**src/rtl/instr_fetch.sv**
```systemverilog
// instr_fetch: single-outstanding instruction fetch stage feeding instr_decode.
// Holds the fetch PC, issues word requests to instruction memory, presents
// fetched words with their PC under a valid/stall handshake, and parks one
// response in a skid register when decode is stalled. Redirects retarget the
// PC and flush in-flight work; an outstanding request is drained in S_DROP.
// Optional feature: FETCH_MISALIGN_TRAP_EN adds a `misaligned` output and
// halts fetching after a redirect to a non-word-aligned target.
module instr_fetch #(
  parameter logic [31:0] RESET_PC = 32'h0000_0000
) (
  input  logic        clk,
  input  logic        reset,
  output logic        imem_req,
  output logic [31:0] imem_addr,
  input  logic        imem_ack,
  input  logic [31:0] imem_rdata,
  input  logic        redirect_valid,
  input  logic [31:0] redirect_pc,
  input  logic        stall,
  output logic [31:0] instr,
  output logic [31:0] pc,
  output logic        instr_valid
`ifdef FETCH_MISALIGN_TRAP_EN
  ,
  output logic        misaligned
`endif
);

  typedef enum logic [1:0] {
    S_REQ  = 2'd0,
    S_SKID = 2'd1,
    S_DROP = 2'd2
  } state_e;

  state_e      state_q, state_d;
  logic [31:0] fetch_pc_q, fetch_pc_d;
  logic        req_q, req_d;
  logic [31:0] addr_q, addr_d;
  logic [31:0] instr_q, instr_d;
  logic [31:0] pc_q, pc_d;
  logic        valid_q, valid_d;
  logic [31:0] skid_instr_q, skid_instr_d;
  logic [31:0] skid_pc_q, skid_pc_d;
  logic        skid_valid_q, skid_valid_d;
  logic        halt_q, halt_next;

  logic        ack_v;
  logic        out_free;
  logic [31:0] fetch_pc_inc;
  logic [31:0] redirect_tgt;

`ifdef FETCH_MISALIGN_TRAP_EN
  logic mis_q, mis_d;
  assign halt_q     = mis_q;
  assign misaligned = mis_q;
`else
  assign halt_q = 1'b0;
`endif

  // An ack only means something while a request is actually on the bus.
  assign ack_v        = imem_ack && req_q;
  assign out_free     = !valid_q || !stall;
  assign fetch_pc_inc = fetch_pc_q + 32'd4;
  assign redirect_tgt = redirect_pc & 32'hFFFF_FFFC;

  // Next-state logic: redirect first, then per-state fetch/skid/drop behaviour.
  always_comb begin
    state_d      = state_q;
    fetch_pc_d   = fetch_pc_q;
    req_d        = req_q;
    addr_d       = addr_q;
    instr_d      = instr_q;
    pc_d         = pc_q;
    valid_d      = valid_q;
    skid_instr_d = skid_instr_q;
    skid_pc_d    = skid_pc_q;
    skid_valid_d = skid_valid_q;
    halt_next    = halt_q;

    if (redirect_valid) begin
      fetch_pc_d   = redirect_tgt;
      valid_d      = 1'b0;
      skid_valid_d = 1'b0;
`ifdef FETCH_MISALIGN_TRAP_EN
      halt_next = (redirect_pc[1:0] != 2'b00);
      if (halt_next) begin
        pc_d = redirect_pc;
      end
`endif
      if (req_q && !imem_ack) begin
        // Memory still owes us a response for the old address: keep it asked.
        state_d = S_DROP;
        req_d   = 1'b1;
        addr_d  = addr_q;
      end else begin
        state_d = S_REQ;
        req_d   = !halt_next;
        addr_d  = redirect_tgt;
      end
    end else begin
      case (state_q)
        S_REQ: begin
          if (out_free) begin
            valid_d = 1'b0;
          end
          if (ack_v) begin
            fetch_pc_d = fetch_pc_inc;
            addr_d     = fetch_pc_inc;
            if (out_free) begin
              instr_d = imem_rdata;
              pc_d    = addr_q;
              valid_d = 1'b1;
              req_d   = 1'b1;
            end else begin
              skid_instr_d = imem_rdata;
              skid_pc_d    = addr_q;
              skid_valid_d = 1'b1;
              state_d      = S_SKID;
              req_d        = 1'b0;
            end
          end else begin
            req_d = !halt_q;
          end
        end
        S_SKID: begin
          req_d = 1'b0;
          if (out_free) begin
            instr_d      = skid_instr_q;
            pc_d         = skid_pc_q;
            valid_d      = skid_valid_q;
            skid_valid_d = 1'b0;
            state_d      = S_REQ;
            req_d        = !halt_q;
            addr_d       = fetch_pc_q;
          end
        end
        S_DROP: begin
          if (out_free) begin
            valid_d = 1'b0;
          end
          if (ack_v) begin
            state_d = S_REQ;
            req_d   = !halt_q;
            addr_d  = fetch_pc_q;
          end
        end
        default: begin
          state_d = S_REQ;
          req_d   = 1'b0;
        end
      endcase
    end
`ifdef FETCH_MISALIGN_TRAP_EN
    mis_d = halt_next;
`endif
  end

  // State, fetch PC, memory request, output and skid registers.
  always_ff @(posedge clk or negedge reset) begin
    if (!reset) begin
      state_q      <= S_REQ;
      fetch_pc_q   <= RESET_PC;
      req_q        <= 1'b0;
      addr_q       <= RESET_PC;
      instr_q      <= '0;
      pc_q         <= '0;
      valid_q      <= 1'b0;
      skid_instr_q <= '0;
      skid_pc_q    <= '0;
      skid_valid_q <= 1'b0;
`ifdef FETCH_MISALIGN_TRAP_EN
      mis_q        <= 1'b0;
`endif
    end else begin
      state_q      <= state_d;
      fetch_pc_q   <= fetch_pc_d;
      req_q        <= req_d;
      addr_q       <= addr_d;
      instr_q      <= instr_d;
      pc_q         <= pc_d;
      valid_q      <= valid_d;
      skid_instr_q <= skid_instr_d;
      skid_pc_q    <= skid_pc_d;
      skid_valid_q <= skid_valid_d;
`ifdef FETCH_MISALIGN_TRAP_EN
      mis_q        <= mis_d;
`endif
    end
  end

  assign imem_req    = req_q;
  assign imem_addr   = addr_q;
  assign instr       = instr_q;
  assign pc          = pc_q;
  assign instr_valid = valid_q;

endmodule

```
**config.mk**
```make
export PLATFORM = sky130hd
export DESIGN_NAME = instr_fetch
export DESIGN_NICKNAME = d
export VERILOG_FILES = /design/src/rtl/instr_fetch.sv
export SDC_FILE = /design/constraint.sdc
export NUM_CORES = 1
export LEC_CHECK = 0
export CAP_MARGIN = 20
export CORE_UTILIZATION = 50
export DETAILED_ROUTE_END_ITERATION = 10
export GPL_TIMING_DRIVEN = 0
export PLACE_DENSITY_LB_ADDON = 0.05
export SYNTH_ARGS = -nofsm -noshare
export SYNTH_HDL_FRONTEND = slang
export SYNTH_SLANG_ARGS = --single-unit
```
**constraint.sdc**
```tcl
create_clock -name clk -period 2.41 [get_ports clk]
set_input_delay 0.241 -clock clk [delete_from_list [all_inputs] [get_ports clk]]
set_output_delay 0.241 -clock clk [all_outputs]
set_load 0.05 [all_outputs]
```
**Yosys cells after proc, flatten, opt, wreduce, memory -nomap -nowiden**

Cells that the tools add are included.

- Bitwise gates (word level): 2
- Add/subtract/negate cells: 1
- Reductions and logical operators: 19
- Eq/ne operators: 10
- Mux-type cells: 39

Operators with widths:

| cell | number |
|---|---|
| two-way mux 32 bit | 13 |
| one-hot mux 32 bit (2 select lines) | 2 |
| one-hot mux 32 bit (3 select lines) | 1 |
| adder 32 x 3 -> 32 bit, second input constant | 1 |
| two-way mux 1 bit | 13 |
| two-way mux 2 bit | 6 |
| != test 3 bit, second input constant | 4 |
| AND reduction 4 bit | 3 |
| AND reduction 5 bit | 2 |
| != test 2 bit, second input constant | 4 |
| one-hot mux 1 bit (3 select lines) | 2 |
| one-hot mux 2 bit (3 select lines) | 1 |
| nonzero test 2 bit | 3 |
| AND reduction 2 bit | 2 |
| nonzero test 4 bit | 1 |
| zero test 1 bit | 3 |
| nonzero test 3 bit | 1 |
| equality test 2 x 1 -> 1 bit, second input constant | 1 |
| equality test 2 bit, second input constant | 1 |
| logical AND 1 bit | 2 |
| zero test 2 bit | 1 |
| NOT 1 bit | 2 |
| one-hot mux 1 bit (2 select lines) | 1 |
| logical OR 1 bit | 1 |

- Logic and storage cells: 81
- Register bits after elaboration: 197
- Input port bits: 69

**Logic depth before layout (Yosys ltp)**

Gate-level depths: netlist of the first run.

- Depth in word-level cells: 7
- Gate-level depth with buffers: 10
- Depth with buffers taken out: 7

**Worst setup path after synthesis of the first run**

Ideal clock, no wire load.

- Path type: register -> register
- From: register state_q[0]
- To: register addr_q[14], in the netlist imem_addr[14]
- Slack: 317 ps
- Arrival: 1,962 ps
- Setup time: 131 ps
- Data required time: 2,279 ps
- Clock period less this slack: 2,093 ps
- Buffers on the path: 2
- Stages on the path, launching flop included: 10
- Cells stage by stage: dfrtp_1 > inv_1 > ha_1 > or2_2 > o221ai_2 > o21a_1 > buf_2 > buf_4 > mux2i_1 > a21oi_1

- Cells in the longest elaborated chain, start to end: 3
- Elaborated cells on any way between the ends: 10

RTL lines:

| item | RTL line | RTL |
|---|---|---|
| start: declaration | 35 | `state_e state_q, state_d;` |
| start signal: assignment | 175 | `state_q <= state_d;` |
| equality test 2 bit, or another cell as far along | 101 | `case (state_q)` |
| != test 3 bit (no line), or another cell as far along | - |  |
| AND reduction 5 bit (no line) or two-way mux 32 bit (tied branches) | - |  |
| end signal: assignment | 178 | `addr_q <= addr_d;` |
| end: declaration | 38 | `logic [31:0] addr_q, addr_d;` |

Several ways; a longest one is shown, not always the timed one.
A chain may end at the register's enable or synchronous reset.

**Worst setup path in the final report of the first run**

- From: register fetch_pc_q[4]
- To: register addr_q[31], in the netlist imem_addr[31]

- Cells in the longest elaborated chain, start to end: 4

RTL lines:

| item | RTL line | RTL |
|---|---|---|
| start: declaration | 36 | `logic [31:0] fetch_pc_q, fetch_pc_d;` |
| start signal: assignment | 176 | `fetch_pc_q <= fetch_pc_d;` |
| adder 32 x 3 -> 32 bit | 63 | `assign fetch_pc_inc = fetch_pc_q + 32'd4;` |
| two-way mux 32 bit | 106 | `if (ack_v) begin` |
| one-hot mux 32 bit (3 select lines) | 101 |  |
| two-way mux 32 bit | 80 | `if (redirect_valid) begin` |

No other way between the ends. The select of a mux whose other input is x is not followed.

==> impl.org, run 1 <==
** Outcome
- Result of the run :: complete, but fails checks
- Violated checks :: DRC

** Timing
- Number of hold-slack violations in the final timing report :: 0
- Final setup vio count :: 0
- The clock period could shrink to 2.30 ns.
- Max-slew headroom at the worst pin :: 46.6%
- The tightest hold path in the finished design has a slack of 0.394 ns.
- For the pin with the worst max-slew slack, the measured transition is 0.802 ns.
- Timing would allow up to 436 MHz.
- In the final timing run, aggregate negative setup slack is 0 ns.
- Number of pins with negative max-slew slack in the final report :: 0
- Fin crit share :: 95.3%
- For the final database, setup skew stands at 0.0121 ns.

** Route
- DRC :: 29
- Routed length on met1 :: 11000 um
- The first detailed-routing pass ran for 8 iterations.
- Uppermost metal layer occupied by signal nets :: met4
- After detailed routing, the met3 layer carries 1050 um of wire.
- Wire per inst :: 18.5 um
- The routed design uses 11400 um of met2 wire.
- Final Routed Wirelength :: 23800 um
- Detail-routed via count per cell :: 5.50
- In this run, the number of DRC markers left after iteration 0 of detailed routing was 486.
- Count of antenna-violating nets left after detailed routing :: 0
- Detailed routing inserted a total of 7082 vias.

** Placement
- At the end of routability-driven placement, the weighted congestion stood at 0.907.
- IO buf count :: 164
- Once placement finished, the instance area stood at 11300 um2.
- Dpl hpwl :: 17000 um

** Clocking
- The tree built by TritonCTS fans out to 192 sinks.
- TritonCTS clock tree :: done
- At the later pin of the worst-skew pair, clock insertion delay measures 0.44 ns.
- In this run the deepest clock path goes through 2 buffers.
- Clock-pin slew was measured on the worst setup and hold paths at 0.08 ns.
- Cell chosen for the clock root :: sky130_fd_sc_hd__clkbuf_16
- The H-tree generated during clock tree synthesis spans 4 levels.
- Clock buffer count from CTS :: 17

** Yosys
- The synthesized netlist devotes 9.57% of its cell area to compound gates.
- Post-synthesis mux area share :: 16.9%
- Share of synthesized area occupied by flip-flops and latches :: 51.7%
- Count of mapped cells out of synthesis :: 858
- The synthesized netlist devotes 0.673% of its cell area to adder and majority cells.
- Synth Area in XOR/XNOR :: 4.90%
- After synthesis, the netlist uses 55 different library cells.
- Area fraction in and, or, nand and nor cells after synthesis :: 13.2%
- In this run, synthesis inferred 0 flip-flops with an integrated enable.
- In the synthesized netlist the dominant register cell turns out to be sky130_fd_sc_hd__dfrtp_1.
- Counting every net in the synthesized netlist gives 932.
- Cell area after synthesis :: 9300 um2
- Syn avg cell area :: 10.8 um2
- Post-synthesis register bit count :: 192
- FFs w/ async S/R, synth :: 100%
- By area, the combinational part of the netlist is dominated by multiplexers.
- During synthesis, Yosys emitted a total of 0 warnings.

** Global route
- Total track usage :: 25.8%
- Largest net degree at the start of global routing :: 103
- Initial antenna violation count :: 0
- Global-route wire length before repair :: 38500 um
- The number of global-route vias before repair was 7060.
- The total overflow left after global routing is 0.

** Worst setup path
- The signal on the critical path passes through buf_2 > nand3_1 > nor4_4 > nand3_1 > and4_1 > o32a_1.
- On the critical path the largest part of the delay comes from simple AND/OR/NAND/NOR gates.
- Critical path peak fanout :: 8
- Startpoint type of the worst setup path :: register
- CP required :: 2.73 ns
- Bufs and invs on worst path :: 1
- Maximum single-stage delay on the critical path :: 0.52 ns
- Critical Path Sink Type :: register
- Data on the critical path arrives at its endpoint at 2.61 ns.
- Worst-path cell with the longest stage delay :: sky130_fd_sc_hd__nor4_4
- The critical path is of the reg2reg type.
- Cell mode on critical path :: sky130_fd_sc_hd__nand3_1

** Cells and area
- Layout Nets :: 1121
- Final Cell Area :: 12000 um2
- Share of the core filled with cells :: 66.4%
- Count of inserted antenna diode cells :: 0
- Filler cells :: 1505
- Synthesis-to-finish area growth :: 29.1%
- In the final layout, the share of cells above drive strength 1 is 15.8%.

** Floorplanning
- In this run the horizontal extent of the chip is 138 um.
- Number of primary I/O pins :: 167
- In this run the vertical extent of the chip is 138 um.
- The initial utilization of the core area, before any placement, comes to 51.4%.
- Number of placement rows :: 49
- Core Box Area :: 18100 um2
- Area of the die :: 19100 um2

** Power and ir drop
- Power comes to 0.0159 W.
- In this run the static leakage power is 5.14 nW.
- IR Drop Worst-Case VDD :: 600 uV
- Power density normalized to cell area :: 1330 nW/um2

** Run
- Max-capacitance violation count :: 0

** Hold path
- Tightest Hold Check Type :: in2async
[path summary, 6_finish.rpt]
kind / from / end / slack, ns / depth (start not counted)
worst max-delay path: fetch_pc_q[4]$_DFFE_PN0N_ / imem_addr[31]$_DFFE_PN0P_ / 0.11 / 6
worst min-delay path: reset / instr[26]$_DFFE_PN0P_ / 0.39 / 2
worst max register to register: fetch_pc_q[4]$_DFFE_PN0N_ / imem_addr[31]$_DFFE_PN0P_ / 0.11 / 6
worst min register to register: instr[24]$_DFFE_PN0P_ / instr[24]$_DFFE_PN0P_ / 0.48 / 2
max in group asynchronous: reset / fetch_pc_q[30]$_DFFE_PN0N_ / 1.05 / 3
min in group clk: redirect_pc[27] / fetch_pc_q[27]$_DFFE_PN0N_ / 0.42 / 3
[cell type report]
type,instances,area [um2],area share (%)
Tap cell,229,287,2.39
Inverter,8,30.0,0.250
Buffer,56,270,2.25
Timing Repair Buffer,172,1730,14.4
Multi-Input combinational cell,600,4320,36.0
Clock inverter,12,126,1.05
Sequential cell,192,4800,40.0
Clock buffer,19,443,3.69
[metrics by stage]
stage / setup slack, ns / cells
after floorplan: 0.317 / 858
final: 0.114 / 1288
after global routing: -0.0239 / 1288
after CTS: 0.000142 / 1287
after detailed placement: -0.466 / 1252
after global placement: -7.14 / 1251
[Yosys cell counts (7+ instances only)]
master                       n  area share [%]
sky130_fd_sc_hd__nand2_1   111             4.5
sky130_fd_sc_hd__buf_2      20             1.1
sky130_fd_sc_hd__nand2b_1    9            0.61
sky130_fd_sc_hd__nor3_1     12            0.65
sky130_fd_sc_hd__buf_1       8            0.32
sky130_fd_sc_hd__inv_1       8            0.32
sky130_fd_sc_hd__xnor2_1    19             1.8
sky130_fd_sc_hd__xor2_1     33             3.1
sky130_fd_sc_hd__mux2i_1    74             8.0
sky130_fd_sc_hd__o21ai_0    97             5.2
sky130_fd_sc_hd__a21boi_0    7            0.57
sky130_fd_sc_hd__mux2_2     74             9.0
sky130_fd_sc_hd__dfrtp_1   192              52
sky130_fd_sc_hd__nor2_1     26             1.0
sky130_fd_sc_hd__a21oi_1    20             1.1
sky130_fd_sc_hd__nand3_1    27             1.5
sky130_fd_sc_hd__nand4_1    15             1.0
sky130_fd_sc_hd__clkbuf_1   26             1.0
[flip-flops by register name, indices dropped and copies added (netlist names)]
register,count
instr,32
imem_addr,31
imem_req,1
skid_valid_q,1
skid_instr_q,32
fetch_pc_q,30
pc,31
instr_valid,1
state_q,2
skid_pc_q,31
[worst reg2reg max path, delay by kind of cell (launching register included)]
family          cells  cell delay, ns
buf+inv             1            0.18
flops               1            0.33
compound gates      1            0.32
simple gates        4            1.35
[power breakdown]
group	total [W]	internal (W)	leakage (nW)	switching, W
logic	0.00781	0.00281	2.45	0.00500
registers	0.00535	0.00445	2.41	0.000906
clock network	0.00275	0.00148	0.278	0.00128
total	0.0159	0.00873	5.14	0.00718
[cell usage in the layout, fill, tap and decap left out, types with 18 or more instances in the layout]
master                              n
sky130_fd_sc_hd__a21oi_1           20
sky130_fd_sc_hd__nand3_1           25
sky130_fd_sc_hd__clkdlybuf4s50_1  163
sky130_fd_sc_hd__mux2i_1           74
sky130_fd_sc_hd__dfrtp_1          192
sky130_fd_sc_hd__xor2_1            33
sky130_fd_sc_hd__xnor2_1           19
sky130_fd_sc_hd__nand2_1          111
sky130_fd_sc_hd__clkbuf_1          18
sky130_fd_sc_hd__buf_2             19
sky130_fd_sc_hd__o21ai_0           96
sky130_fd_sc_hd__nor2_1            25
sky130_fd_sc_hd__mux2_2            74
[timing repair]
action / 4_1_cts / 5_1_grt
gates resized for setup: 17 / 21
hold buffers: 1 / 0
setup endpoints to repair: 131 / 92
hold endpoints to repair: 90 / 0
setup buffers: 3 / 3
pin swaps: 1 / 3
[per-layer routing]
| layer | global-route usage [%] | vias to the layer above |
|---|---|---|
| met5 | 0 | - |
| met3 | 3.53 | 28 |
| met4 | 7.92 | 0 |
| met2 | 41.8 | 191 |
| met1 | 36.1 | 3471 |
| li1 | - | 3392 |
[logic make-up (layout without fill, tap and decap cells)]
logic type	Yosys count	after routing
AOI/OAI and AO/OA	156	156
and+or+nand+nor	239	239
buffers and inverters	66	267
muxes	148	148
adders and majority gates	5	5
xor gates and xnor gates	52	52
DFF	192	192
Power figures use the tool's default switching activity.
==> inputs of run 2 (changes only) <==
- CORE_ASPECT_RATIO: default -> 0.6
==> run 2 against run 1 <==
The run now ends clean; sequential power about the same; via count increased by 3.8%; highest routed layer unchanged; critical path type unchanged; non-clock buffer count increased by 3; critical path depth increased by 2.
==> impl.org, run 2 (same netlist as run 1, synthesis figures left out) <==
** Outcome
- Result of the run :: completed (was complete, but fails checks)

** Power and ir drop
- Flop pwr share :: 33.5% (was 33.6%)
- The power per unit of standard cell area was 1330 nW/um2 (about the same).
- The proportion of total power due to net switching was 45.8% (was 45.2%).
- Net switching power of the design :: 0.00735 W (was 0.00718 W)
- The clock share of power was 17.7% (was 17.3%).
- The relative contribution of combinational cells to total power was 48.8% (was 49.1%).
- The leakage component of the power was 5.17 nW (was 5.14 nW).
- The internal power consumption came to 0.00870 W (was 0.00873 W).
- The maximum resistive drop on vdd was 784 uV (was 600 uV).

** Floorplanning
- The vertical die dimension came to 108 um (was 138 um).
- The effective utilization at floorplan is 51.3% (was 51.4%).
- The boundary pin count is 167 (unchanged).
- The area of the core was 18100 um2 (about the same).
- The die outline area was 19200 um2 (was 19100 um2).
- Width of the die :: 178 um (was 138 um)
- The number of core rows was 38 (was 49).

** Clocking
- The clock tree buffer depth came to 2 (unchanged).
- Clock sink count :: 192 (unchanged)
- Cell chosen for the clock root :: sky130_fd_sc_hd__clkbuf_16 (unchanged)
- The TritonCTS clock tree is done (unchanged).
- Source-to-sink clock delay at the later pin of the worst-skew pair :: 0.43 ns (was 0.44 ns)
- H-tree levels :: 4 (unchanged)
- Clock buffer count from CTS :: 17 (unchanged)
- The clock slew seen by the registers of the worst setup and hold paths was 0.08 ns (about the same).

** Route
- The final wirelength was 24400 um (was 23800 um).
- Initial detailed-routing violation count :: 701 (was 486)
- DRC :: 0 (was 29)
- The first-pass detailed-route iteration total came to 5 (was 8).
- Detail-routed via count per cell :: 5.64 (was 5.50)
- Number of vias after detailed routing :: 7354 (was 7082)
- Wire per inst :: 18.7 um (was 18.5 um)
- The number of nets still failing antenna checks after routing was 0 (unchanged).

** Placement
- The number of input and output port buffers inserted is 164 (unchanged).
- Routability cong. :: 0.905 (was 0.907)
- Post-Place Cell Area :: 11300 um2 (about the same)
- The post-placement cell count came to 1263 (was 1252).
- Dpl hpwl :: 17400 um (was 17000 um)

** Cells and area
- The fraction of final layout cells with drive strength greater than 1 came to 16.2% (was 15.8%).
- Area of combinational cells with multiple inputs :: 4320 um2 (unchanged)
- Most frequent cells in the layout :: sky130_fd_sc_hd__dfrtp_1, sky130_fd_sc_hd__clkdlybuf4s50_1, sky130_fd_sc_hd__nand2_1, sky130_fd_sc_hd__o21ai_0 (unchanged)
- Count of inserted antenna diode cells :: 0 (unchanged)
- The post-synthesis to final-layout area growth came to 30.0% (was 29.1%).
- Final Cell Area :: 12100 um2 (was 12000 um2)
- The non-filler instance count after layout was 1303 (was 1288).
- The leading cell type in the layout, fill and taps excluded was sky130_fd_sc_hd__dfrtp_1 (unchanged).
- The number of nets at the end of the flow is 1124 (was 1121).
- The number of filler instances in the final layout came to 1467 (was 1505).
- Share of the core filled with cells :: 66.7% (was 66.4%)
- Sequential standard cell area :: 4800 um2 (unchanged)

** Timing
- The worst relative slew slack came to 47.0% (was 46.6%).
- TNS Setup :: 0 ns (unchanged)
- The shortest period the worst path allows is 2.34 ns (was 2.30 ns).
- The final count of hold timing violations came to 0 (unchanged).
- Fin crit share :: 97.3% (was 95.3%)
- Final setup vio count :: 0 (unchanged)
- The setup clock skew after layout is 0.0199 ns (was 0.0121 ns).
- Number of pins with negative max-slew slack in the final report :: 0 (unchanged)
- Pin slew with the least headroom to its limit :: 0.794 ns (was 0.802 ns)
- Highest attainable clock frequency :: 427 MHz (was 436 MHz)

** Hold path
- Tightest Hold Check Type :: in2async (unchanged)

** Worst setup path
- The startpoint class of the critical path is a register (unchanged).
- The critical path's top delay family is buffers and inverters (was simple AND/OR/NAND/NOR gates).
- The worst setup path category was reg2reg (unchanged).
- CP required :: 2.72 ns (was 2.73 ns)
- Ordered cell list for the critical path: inv_1 > ha_2 > buf_2 > and3_1 > clkbuf_1 > nand4_1 > xnor2_1 > mux2_2 (was buf_2 > nand3_1 > nor4_4 > nand3_1 > and4_1 > o32a_1).
- Worst-path cell with the longest stage delay :: sky130_fd_sc_hd__clkbuf_1 (was sky130_fd_sc_hd__nor4_4)
- The highest fanout seen on the critical path was 10 (was 8).
- The endpoint class of the critical path is a register (unchanged).
- Critical path arrival :: 2.65 ns (was 2.61 ns)
- Bufs and invs on worst path :: 3 (was 1)
- Maximum single-stage delay on the critical path :: 0.46 ns (was 0.52 ns)

** Global route
- Total track usage :: 26.7% (was 25.8%)
- Global route overflow :: 0 (unchanged)
- Initial antenna violation count :: 0 (unchanged)
- Number of global-route vias before repair :: 6857 (was 7060)
- Largest net degree at the start of global routing :: 99 (was 103)
- Global-route wire length before repair :: 38800 um (was 38500 um)

** Run
- Max-capacitance violation count :: 0 (unchanged)
## run 2: stage by stage
step	worst slack [ns]	power (W)	hold slack (ns)
after floorplan	0.317	0.0104	-0.0546
after global placement	-7.05	0.0130	0.461
after detailed placement	-0.336	0.0131	0.328
after CTS	-0.0107	0.0160	0.440
after global routing	-0.0153	0.0170	0.453
final	0.0658	0.0161	0.418
## run 2: layout make-up
type	count	area share [%]
Buffer	56	2.17
Sequential cell	192	39.7
Clock inverter	14	1.29
Timing Repair Buffer	175	14.7
Inverter	8	0.248
Tap cell	240	2.48
Clock buffer	18	3.63
Multi-Input combinational cell	600	35.7
## run 2: power by group through the flow
stage / sequential (W) / combinational [W] / clock [W]
5_1_grt: 0.00555 / 0.00837 / 0.00304
4_1_cts: 0.00536 / 0.00780 / 0.00289
3_3_place_gp: 0.00540 / 0.00762 / 0
3_5_place_dp: 0.00542 / 0.00770 / 0
6_report: 0.00538 / 0.00783 / 0.00285
2_1_floorplan: 0.00768 / 0.00271 / 0
## run 2: final timing paths
path,start,to,slack (ns),depth (start not counted)
min in group clk,imem_rdata[8],skid_instr_q[8]$_DFFE_PN0P_,0.45,2
worst min register to register,pc[30]$_DFFE_PN0P_,pc[30]$_DFFE_PN0P_,0.48,2
max in group asynchronous,reset,imem_addr[23]$_DFFE_PN0P_,1.07,3
worst min-delay path,reset,instr[17]$_DFFE_PN0P_,0.42,2
worst max-delay path,state_q[0]$_DFFE_PN0P_,fetch_pc_q[6]$_DFFE_PN0N_,0.07,8
worst max register to register,state_q[0]$_DFFE_PN0P_,fetch_pc_q[6]$_DFFE_PN0N_,0.07,8
## run 2: layer usage
metal	vias to the layer above	wire length (um)	GRT usage, %
li1	3416	-	-
met1	3645	12300	43.0
met2	274	9940	36.2
met3	19	1860	5.51
met4	0	271	5.92
met5	-	0	0
## run 2: worst register-to-register path, stage by stage, from the launching register on
cell and delay, ns:
sky130_fd_sc_hd__dfrtp_1 0.44, sky130_fd_sc_hd__inv_1 0.11, sky130_fd_sc_hd__ha_2 0.17, sky130_fd_sc_hd__buf_2 0.22
sky130_fd_sc_hd__and3_1 0.18, sky130_fd_sc_hd__clkbuf_1 0.46, sky130_fd_sc_hd__nand4_1 0.22, sky130_fd_sc_hd__xnor2_1 0.17
sky130_fd_sc_hd__mux2_2 0.27
## run 2: what timing repair did
action / 4_1_cts / 5_1_grt
hold buffers: 1 / 0
endpoints found under the setup margin: 116 / 94
pin swaps: 0 / 4
setup buffers: 4 / 5
gates resized for setup: 16 / 22
endpoints found under the hold margin: 97 / 0
==> inputs of run 3 (changes only) <==
- CORE_MARGIN: default -> 1
- CORE_UTILIZATION: 50 -> 47
==> run 3 against run 2 <==
Via count is 2.4% lower; worst setup slack gained 0.038 ns; sequential share of layout area grew 0.053 points; sequential power about the same; final area decreased by 0.13%; largest cell class unchanged.
==> impl.org, run 3 (same netlist as run 1, synthesis figures left out) <==
** Outcome
- Result of the run: completed (unchanged).

** Clocking
- The buffer cell driving the clock tree root was sky130_fd_sc_hd__clkbuf_16 (unchanged).
- TritonCTS clock tree :: done (unchanged)
- Clock-pin slew on the worst setup and hold paths :: 0.07 ns (was 0.08 ns)
- H-tree levels :: 4 (unchanged)
- The clock tree buffer depth came to 2 (unchanged).
- Clock buffer count from CTS :: 17 (unchanged)
- The total number of clock tree sinks came to 192 (unchanged).
- Source-to-sink clock delay at the later pin of the worst-skew pair :: 0.44 ns (was 0.43 ns)

** Cells and area
- Most frequent cells in the layout: sky130_fd_sc_hd__dfrtp_1, sky130_fd_sc_hd__clkdlybuf4s50_1, sky130_fd_sc_hd__nand2_1, sky130_fd_sc_hd__o21ai_0 (unchanged).
- Synthesis-to-finish area growth :: 29.8% (was 30.0%)
- Layout cell share with drive strength beyond 1 :: 16.2% (unchanged)
- The number of nets at the end of the flow came to 1124 (unchanged).
- The number of filler instances in the final layout is 1633 (was 1467).
- The leading cell type in the layout, fill and taps excluded is sky130_fd_sc_hd__dfrtp_1 (unchanged).

** Power and ir drop
- The power per unit of standard cell area was 1330 nW/um2 (about the same).
- Fraction of power consumed by combinational cells :: 49.0% (was 48.8%)
- The leakage component of the power came to 5.14 nW (was 5.17 nW).
- Clock network fraction of design power :: 17.4% (was 17.7%)
- Net switching power of the design :: 0.00722 W (was 0.00735 W)
- Int Power :: 0.00878 W (was 0.00870 W)
- The portion of total power attributed to sequential cells was 33.7% (was 33.5%).
- Fraction of power spent switching nets :: 45.1% (was 45.8%)
- IR Drop Worst-Case VDD :: 730 uV (was 784 uV)

** Route
- Wire per inst :: 18.8 um (was 18.7 um)
- DRC :: 0 (unchanged)
- Initial detailed-routing violation count :: 558 (was 701)
- Final Routed Wirelength :: 25000 um (was 24400 um)
- Count of antenna-violating nets left after detailed routing :: 0 (unchanged)
- Number of detailed-routing iterations run before antenna repair :: 5 (unchanged)
- The number of vias per cell after detailed routing came to 5.40 (was 5.64).
- Number of vias after detailed routing :: 7180 (was 7354)

** Timing
- The fmax was 434 MHz (was 427 MHz).
- Pin slew with the least headroom to its limit :: 0.799 ns (was 0.794 ns)
- Setup repair after global routing could not meet its margin everywhere.
- Number of hold-slack violations in the final timing report :: 0 (unchanged)
- The shortest period the worst path allows was 2.31 ns (was 2.34 ns).
- The worst hold slack was 0.384 ns (was 0.418 ns).
- The count of pins over their slew limit came to 0 (unchanged).
- The sum of negative setup slack was 0 ns (unchanged).
- Max-slew headroom at the worst pin :: 46.7% (was 47.0%)
- The setup clock skew after layout was 0.00793 ns (was 0.0199 ns).
- Final setup vio count :: 0 (unchanged)
- Fin crit share :: 95.7% (was 97.3%)

** Floorplanning
- The effective utilization at floorplan is 48.5% (was 51.3%).
- The die outline area is 20400 um2 (was 19200 um2).
- The area of the core was 19200 um2 (was 18100 um2).
- Number of placement rows :: 39 (was 38)
- The horizontal die dimension came to 184 um (was 178 um).
- The boundary pin count was 167 (unchanged).
- The vertical die dimension was 111 um (was 108 um).

** Worst setup path
- Number of cells traversed by the worst register-to-register path :: 6 (was 8)
- Critical path peak fanout :: 8 (was 10)
- The worst setup path category is reg2reg (unchanged).
- Critical path arrival :: 2.63 ns (was 2.65 ns)
- The minimum setup slack among reg-to-reg paths is 0.10 ns (was 0.07 ns).
- Critical Path Sink Type :: register (unchanged)
- Startpoint of the most critical register-to-register path :: fetch_pc_q[4]$_DFFE_PN0N_ (was state_q[0]$_DFFE_PN0P_)
- The worst flop-to-flop path endpoint is imem_addr[31]$_DFFE_PN0P_ (was fetch_pc_q[6]$_DFFE_PN0N_).
- The startpoint class of the critical path was a register (unchanged).
- The endpoint required time on the critical path is 2.74 ns (was 2.72 ns).

** Placement
- The number of input and output port buffers inserted came to 164 (unchanged).
- Routability cong. :: 0.908 (was 0.905)
- Dpl hpwl :: 18000 um (was 17400 um)

** Global route
- Largest net degree at the start of global routing :: 99 (unchanged)
- The number of global-route vias before repair is 7093 (was 6857).
- The first-pass GRT wire length was 40300 um (was 38800 um).
- The initial antenna violation count is 1 (was 0).
- Total track usage :: 26.3% (was 26.7%)
- The total grt overflow came to 0 (unchanged).

** Run
- The max-cap check violation count came to 0 (unchanged).

** Hold path
- The worst min-delay path category is in2async (unchanged).
-- run 3: cell count changes in the layout (fill, tap and decap cells not counted), sizes merged --
cell      previous run  this run
bufinv               0         1
clkinvlp             0         3
inv                 18        10
diode                0         1
clkinv               4         5
clkbuf              43        47
buf                 42        41
-- run 3: how the worst max path moves through the flow --
stage                     slack (ns)                   endpoint  depth (start not counted)                       from
after floorplan                 0.32  imem_addr[14]$_DFFE_PN0P_                          9     state_q[0]$_DFFE_PN0P_
after global placement         -7.15      instr[19]$_DFFE_PN0P_                          1                      reset
after detailed placement       -0.38  imem_addr[13]$_DFFE_PN0P_                          6             redirect_valid
after CTS                      0.001      instr[18]$_DFFE_PN0P_                          7     state_q[1]$_DFFE_PN0P_
after global routing          -0.008      instr[19]$_DFFE_PN0P_                         10     state_q[1]$_DFFE_PN0P_
final                           0.10  imem_addr[31]$_DFFE_PN0P_                          6  fetch_pc_q[4]$_DFFE_PN0N_
-- run 3: layout make-up --
type | instances | area [um2] | share of cell area [%]
Timing Repair Buffer | 175 | 1760 | 14.6
Buffer | 56 | 264 | 2.19
Sequential cell | 192 | 4800 | 39.8
Clock inverter | 11 | 105 | 0.871
Tap cell | 266 | 333 | 2.76
Antenna cell | 1 | 2.50 | 0.0207
Clock buffer | 21 | 470 | 3.90
Multi-Input combinational cell | 600 | 4300 | 35.6
Inverter | 8 | 30.0 | 0.249
-- run 3: layer usage --
metal | vias to the layer above | track usage, % | share of wire (%)
met5 | - | 0 | 0
met3 | 21 | 6.18 | 6.1
met1 | 3527 | 41.9 | 53
li1 | 3427 | - | -
met2 | 205 | 35.8 | 40
met4 | 0 | 5.56 | 1.0
-- run 3: worst max-delay path, stage by stage, from the launching register on --
cell and delay [ns]:
sky130_fd_sc_hd__dfrtp_1 0.32, sky130_fd_sc_hd__buf_2 0.20, sky130_fd_sc_hd__nand3_1 0.41, sky130_fd_sc_hd__nor4_4 0.48, sky130_fd_sc_hd__nand3_1 0.21, sky130_fd_sc_hd__and4_1 0.26
sky130_fd_sc_hd__o32a_1 0.32
-- run 3: through the flow --
stage	cells	area (um2)	total power (W)	setup WS (ns)	util, %
global placement	1288	11300	0.0130	-7.15	58.8
CTS	1324	12000	0.0160	0.00143	62.4
global route	1329	12100	0.0169	-0.00830	62.9
floorplan	858	9300	0.0104	0.317	-
finish	1330	12100	0.0160	0.104	62.9
detailed placement	1289	11300	0.0132	-0.381	59.0
-- run 3: repair_timing --
action | CTS | global route
resized for setup | 16 | 19
hold endpoints to repair | 94 | 0
pin swaps | 0 | 4
endpoints found under the setup margin | 122 | 120
buffers inserted | 2 | 7
hold buffers | 1 | 0
-- run 3: power groups by stage --
stage	combinational (W)	clock (W)	sequential (W)
3_5_place_dp	0.00773	0	0.00544
5_1_grt	0.00835	0.00297	0.00556
3_3_place_gp	0.00763	0	0.00541
2_1_floorplan	0.00271	0	0.00768
4_1_cts	0.00781	0.00283	0.00538
6_report	0.00784	0.00278	0.00539
